### src/rtl/reg_read_arbiter.sv
// Round-robin read arbiter in front of a shared 4:1 register mux.
// Each grant runs SEL (mux settle), CAP (capture) and ACK (one-cycle pulse) before re-arbitrating.
module reg_read_arbiter #(
    parameter int DW = 8
) (
    input  logic          clk,
    input  logic          rst_n,
    input  logic [3:0]    req,
    input  logic [7:0]    req_addr,
    input  logic [DW-1:0] bus_data,
    output logic [1:0]    reg_sel,
    output logic [3:0]    gnt,
    output logic [3:0]    ack,
    output logic [DW-1:0] rd_data,
    output logic          busy
);
    localparam int NUM_REQ = 4;

    typedef enum logic [1:0] {IDLE, SEL, CAP, ACK} state_t;

    state_t                     state;
    logic [1:0]                 last_gnt;
    logic [NUM_REQ-1:0][1:0]    sel_xlat;
    logic [NUM_REQ-1:0]         cand;
    logic [1:0]                 win_idx;
    logic [1:0]                 idx;
    logic                       win_valid;

    // Mux encoding is the register id rotated down by one (A sits at 11).
    for (genvar g = 0; g < NUM_REQ; g++) begin : g_xlat
        assign sel_xlat[g] = req_addr[2*g+1 -: 2] - 2'd1;
    end

    // Scan farthest-first so the requester nearest after last_gnt wins.
    always_comb begin
        cand      = (state == ACK) ? (req & ~gnt) : req;
        win_valid = 1'b0;
        win_idx   = last_gnt;
        idx       = last_gnt;
        for (int k = NUM_REQ; k >= 1; k--) begin
            idx = last_gnt + 2'(k);
            if (cand[idx]) begin
                win_idx   = idx;
                win_valid = 1'b1;
            end
        end
    end

    always_ff @(posedge clk or negedge rst_n) begin
        if (!rst_n) begin
            state    <= IDLE;
            gnt      <= '0;
            ack      <= '0;
            busy     <= 1'b0;
            reg_sel  <= 2'b00;
            rd_data  <= '0;
            last_gnt <= 2'd3;
        end else begin
            case (state)
                IDLE: begin
                    if (win_valid) begin
                        gnt      <= 4'b0001 << win_idx;
                        reg_sel  <= sel_xlat[win_idx];
                        last_gnt <= win_idx;
                        busy     <= 1'b1;
                        state    <= SEL;
                    end
                end
                SEL: state <= CAP;
                CAP: begin
                    rd_data <= bus_data;
                    ack     <= gnt;
                    state   <= ACK;
                end
                ACK: begin
                    ack <= '0;
                    if (win_valid) begin
                        gnt      <= 4'b0001 << win_idx;
                        reg_sel  <= sel_xlat[win_idx];
                        last_gnt <= win_idx;
                        state    <= SEL;
                    end else begin
                        gnt   <= '0;
                        busy  <= 1'b0;
                        state <= IDLE;
                    end
                end
                default: state <= IDLE;
            endcase
        end
    end
endmodule

### config.mk
export PLATFORM = sky130hd
export DESIGN_NAME = reg_read_arbiter
export DESIGN_NICKNAME = d
export VERILOG_FILES = /design/src/rtl/reg_read_arbiter.sv
export SDC_FILE = /design/constraint.sdc
export NUM_CORES = 1
export LEC_CHECK = 0
export BUFFER_PORTS_ARGS = -buffer_cell sky130_fd_sc_hd__buf_4
export CAP_MARGIN = 20
export CORE_MARGIN = 5
export CORE_UTILIZATION = 50
export CTS_CLUSTER_SIZE = 14
export DETAILED_ROUTE_END_ITERATION = 12
export PLACE_DENSITY = 0.84
export SLEW_MARGIN = 10
export SYNTH_ARGS = -nofsm -noshare
export SYNTH_HDL_FRONTEND = slang
export SYNTH_SLANG_ARGS = --single-unit
export TNS_END_PERCENT = 5
### constraint.sdc
create_clock -name clk -period 3.2 [get_ports clk]
set_clock_uncertainty 0.2 [all_clocks]
set_input_delay 0.16 -clock clk [delete_from_list [all_inputs] [get_ports clk]]
set_output_delay 0.16 -clock clk [all_outputs]
set_load 0.1 [all_outputs]
==> results.toml <==
[sta]
drv_slew = 0
fmaxAchievable_mhz = 345.4
max_slew.worst_pin.slew_ns = 0.6210
fin_crit_sh_pct = 90.48
timing.final.crit_period_ns = 2.895
report.final.hold_viol_count = 0
timing.slew.headroom_pct = 58.56
final.setup.tns_ns = 0
setup_viol = 0
rsz0062_at_grt = "no"

[clocking]
cts_setup_buffers = 0
cts.sink_count = 23
post_cts_hold_buffer_count = 11
cts_root_buffer_type = "sky130_fd_sc_hd__clkbuf_4"
path_clk_slew_ns = 0.12
insertion_delay_ns = 0.31
post_cts.resized_instances = 0
clockBufferDepth = 2
cts_made_buffers = 3
cts_max_level = 1
tritoncts = "yes"

[grt]
number_of_global_route_vias_before_repair = 1229
grt.overflow.total = 0
number_of_antenna_violations_at_the_first_check_in_global_routing = 0
grt_util_all_layers_pct = 18.07
grt_start_max_net_pins = 24
grt_first_pass_wirelength_um = 5092

[worst_setup_path]
critical_path_arrival_ns = 2.89
worst-path-stages = 7
path_class = "flip-flop to flip-flop"
timing.critical_path.from_type = "flip-flop"
critPathSlowestCell = "sky130_fd_sc_hd__or4_4"
cp_slowest_stage_delay_ns = 0.58
worst-r2r-cell-count = 7
cp_num_buf_inv = 0
timing.critical_path.fanout_max = 14
worst_path_dominant_cell_family = "simple AND/OR/NAND/NOR gates"
timing.critical_path.to_type = "flip-flop"
crit_chain = "ha_1, a21boi_1, nor3_1, or4_4, or2_4, a2111oi_1, nor4_1"
required_ns = 3.19

[synthesis]
dominant_cells_by_area_after_synthesis = "sky130_fd_sc_hd__dfrtp_1 41%, sky130_fd_sc_hd__mux2_2 8.7%, sky130_fd_sc_hd__mux2i_1 4.6%"
post_synth_num_cell_types = 38
postSynth.topFlopCell = "sky130_fd_sc_hd__dfrtp_1"
count_of_flip_flops_with_a_built_in_enable_after_synthesis = 0
syn_area_per_cell_um2 = 10.12
ys_async_sr_fraction_pct = 100.0
synth.yosys.seq_area_share_pct = 44.64
synth_warnings = 0
syn-cell-area_um2 = 1295
synth.net_count = 154
synth.top_cell.area_share_pct = 40.58
synth_seq_cells = 23
post_synth_inst_count = 128
synth.largest_area_cell = "sky130_fd_sc_hd__dfrtp_1"

[worst_hold_path]
holdPathStages = 4
hold_path_class = "input pin to flip-flop"

[layout]
n_fill_cell = 191
insertedDiodeCount = 0
final_layout_size_suffix_gt1_share_pct = 34.08
area_delta_synth_final_pct = 35.36
finalNetCount = 206

[flow_run]
number_of_max_cap_violations = 0

[die]
initial_core_util_pct = 52.27
die_w_um = 60.89
coreArea_um2 = 2477
io_pins = 41
die_height_um = 60.89
core.rowCount = 18
design.die.area_um2 = 3708

[detailed_routing]
num_vias = 1127
drc = 0
post_drt_wl_per_cell_um = 13.95
drt-total-wl_um = 2915
antenna_left = 0
detailedRoute.firstPassIterationCount = 3
detail_route.iter0.violations = 32
avgViaCountPerCell = 5.392

[outcome]
status = "finished, final reports clean"

[placed_design]
finalWeightedCongestion = 0.8132
place.port_buffers = 40
post_dp_hpwl_um = 2345
## synthesized netlist by cell type (all sizes together) (3+ instances only)
master / n
a211oi: 3
mux2i: 6
o21ai: 10
nor2: 11
ha: 4
or2: 3
nor3: 3
dfrtp: 21
a21o: 3
inv: 7
buf: 3
nand2: 14
xnor2: 4
mux2: 10
## routing by layer
metal	vias up	GRT usage [%]	routed length (um)
met5	-	0	0
met1	532	20.24	1219
met4	0	4.025	38
li1	555	-	-
met3	6	5.532	196
met2	34	33.44	1460
## layout by cell type, fill, tap and decap left out, drive strengths merged, types with 2 or more instances in the layout
cell type / synthesis / final
o2111ai: 2 / 2
or2: 3 / 3
dfstp: 2 / 2
mux2i: 6 / 6
mux2: 10 / 10
a21bo: 2 / 2
a21o: 3 / 3
buf: 3 / 40
xnor2: 4 / 4
nor3: 3 / 3
nand2b: 2 / 2
nand2: 14 / 14
ha: 4 / 4
nor4: 2 / 2
inv: 7 / 7
nor2: 11 / 11
dfrtp: 21 / 21
a211oi: 3 / 3
dlygate4sd3: 0 / 11
o21ai: 10 / 10
clkbuf: 1 / 3
a21oi: 2 / 2
o211a: 2 / 2
## per-stage QoR
step	utilization [%]	setup WS [ns]	hold slack, ns	cell area, um2	cells
detailed placement	65.20	0.3032	-0.1333	1615	194
global route	70.76	0.2011	0.06550	1753	209
floorplan	-	0.4291	-0.3356	1295	128
global placement	65.20	0.5330	-0.1399	1615	194
CTS	70.76	0.3048	0.02642	1753	209
finish	70.76	0.3045	0.02249	1753	209
## final timing paths
kind                             start           to  slack (ns)
max                           state[0]   reg_sel[1]        0.30
min                        req_addr[2]   reg_sel[0]        0.02
max reg2reg                   state[0]   reg_sel[1]        0.30
min reg2reg                 rd_data[0]   rd_data[0]        0.32
max in group asynchronous        rst_n  last_gnt[1]        2.46
min in group asynchronous        rst_n   rd_data[5]        0.07
## flip-flops by register name (all words and copies together) (netlist names)
register and cells:
rd_data 8, gnt 4, busy 1, state 2, reg_sel 2, ack 4, last_gnt 2
## tightest hold or removal path, cell delays in order
cell,delay [ns]
sky130_fd_sc_hd__buf_4,0.09
sky130_fd_sc_hd__o21ai_0,0.07
sky130_fd_sc_hd__o2111ai_1,0.08
sky130_fd_sc_hd__o311ai_1,0.09
## logic make-up after synthesis
family	count (synthesis)	share of synthesized area (%)
buffers and inverters	11	3.381
XOR/XNOR	4	2.705
multiplexers	16	13.33
flip-flops	23	44.64
adder cells (fa/ha/maj)	4	3.865
AO/OA/AOI/OAI	31	17.68
AND/OR/NAND/NOR	39	14.40
## final cells by class
cell class              count  area [um2]  share of cell area [%]
clock buffers               3       22.52                   1.285
repair buffers             51       410.4                   23.41
multi-input cells          94       673.1                   38.40
flip-flops and latches     23       578.1                   32.98
inverters                   7       26.28                   1.499
well taps                  30       37.54                   2.141
clock inverters             1       5.005                  0.2855
Power is not shown: default switching activity piles up to over one toggle a cycle in this logic, so the estimate is an artifact.
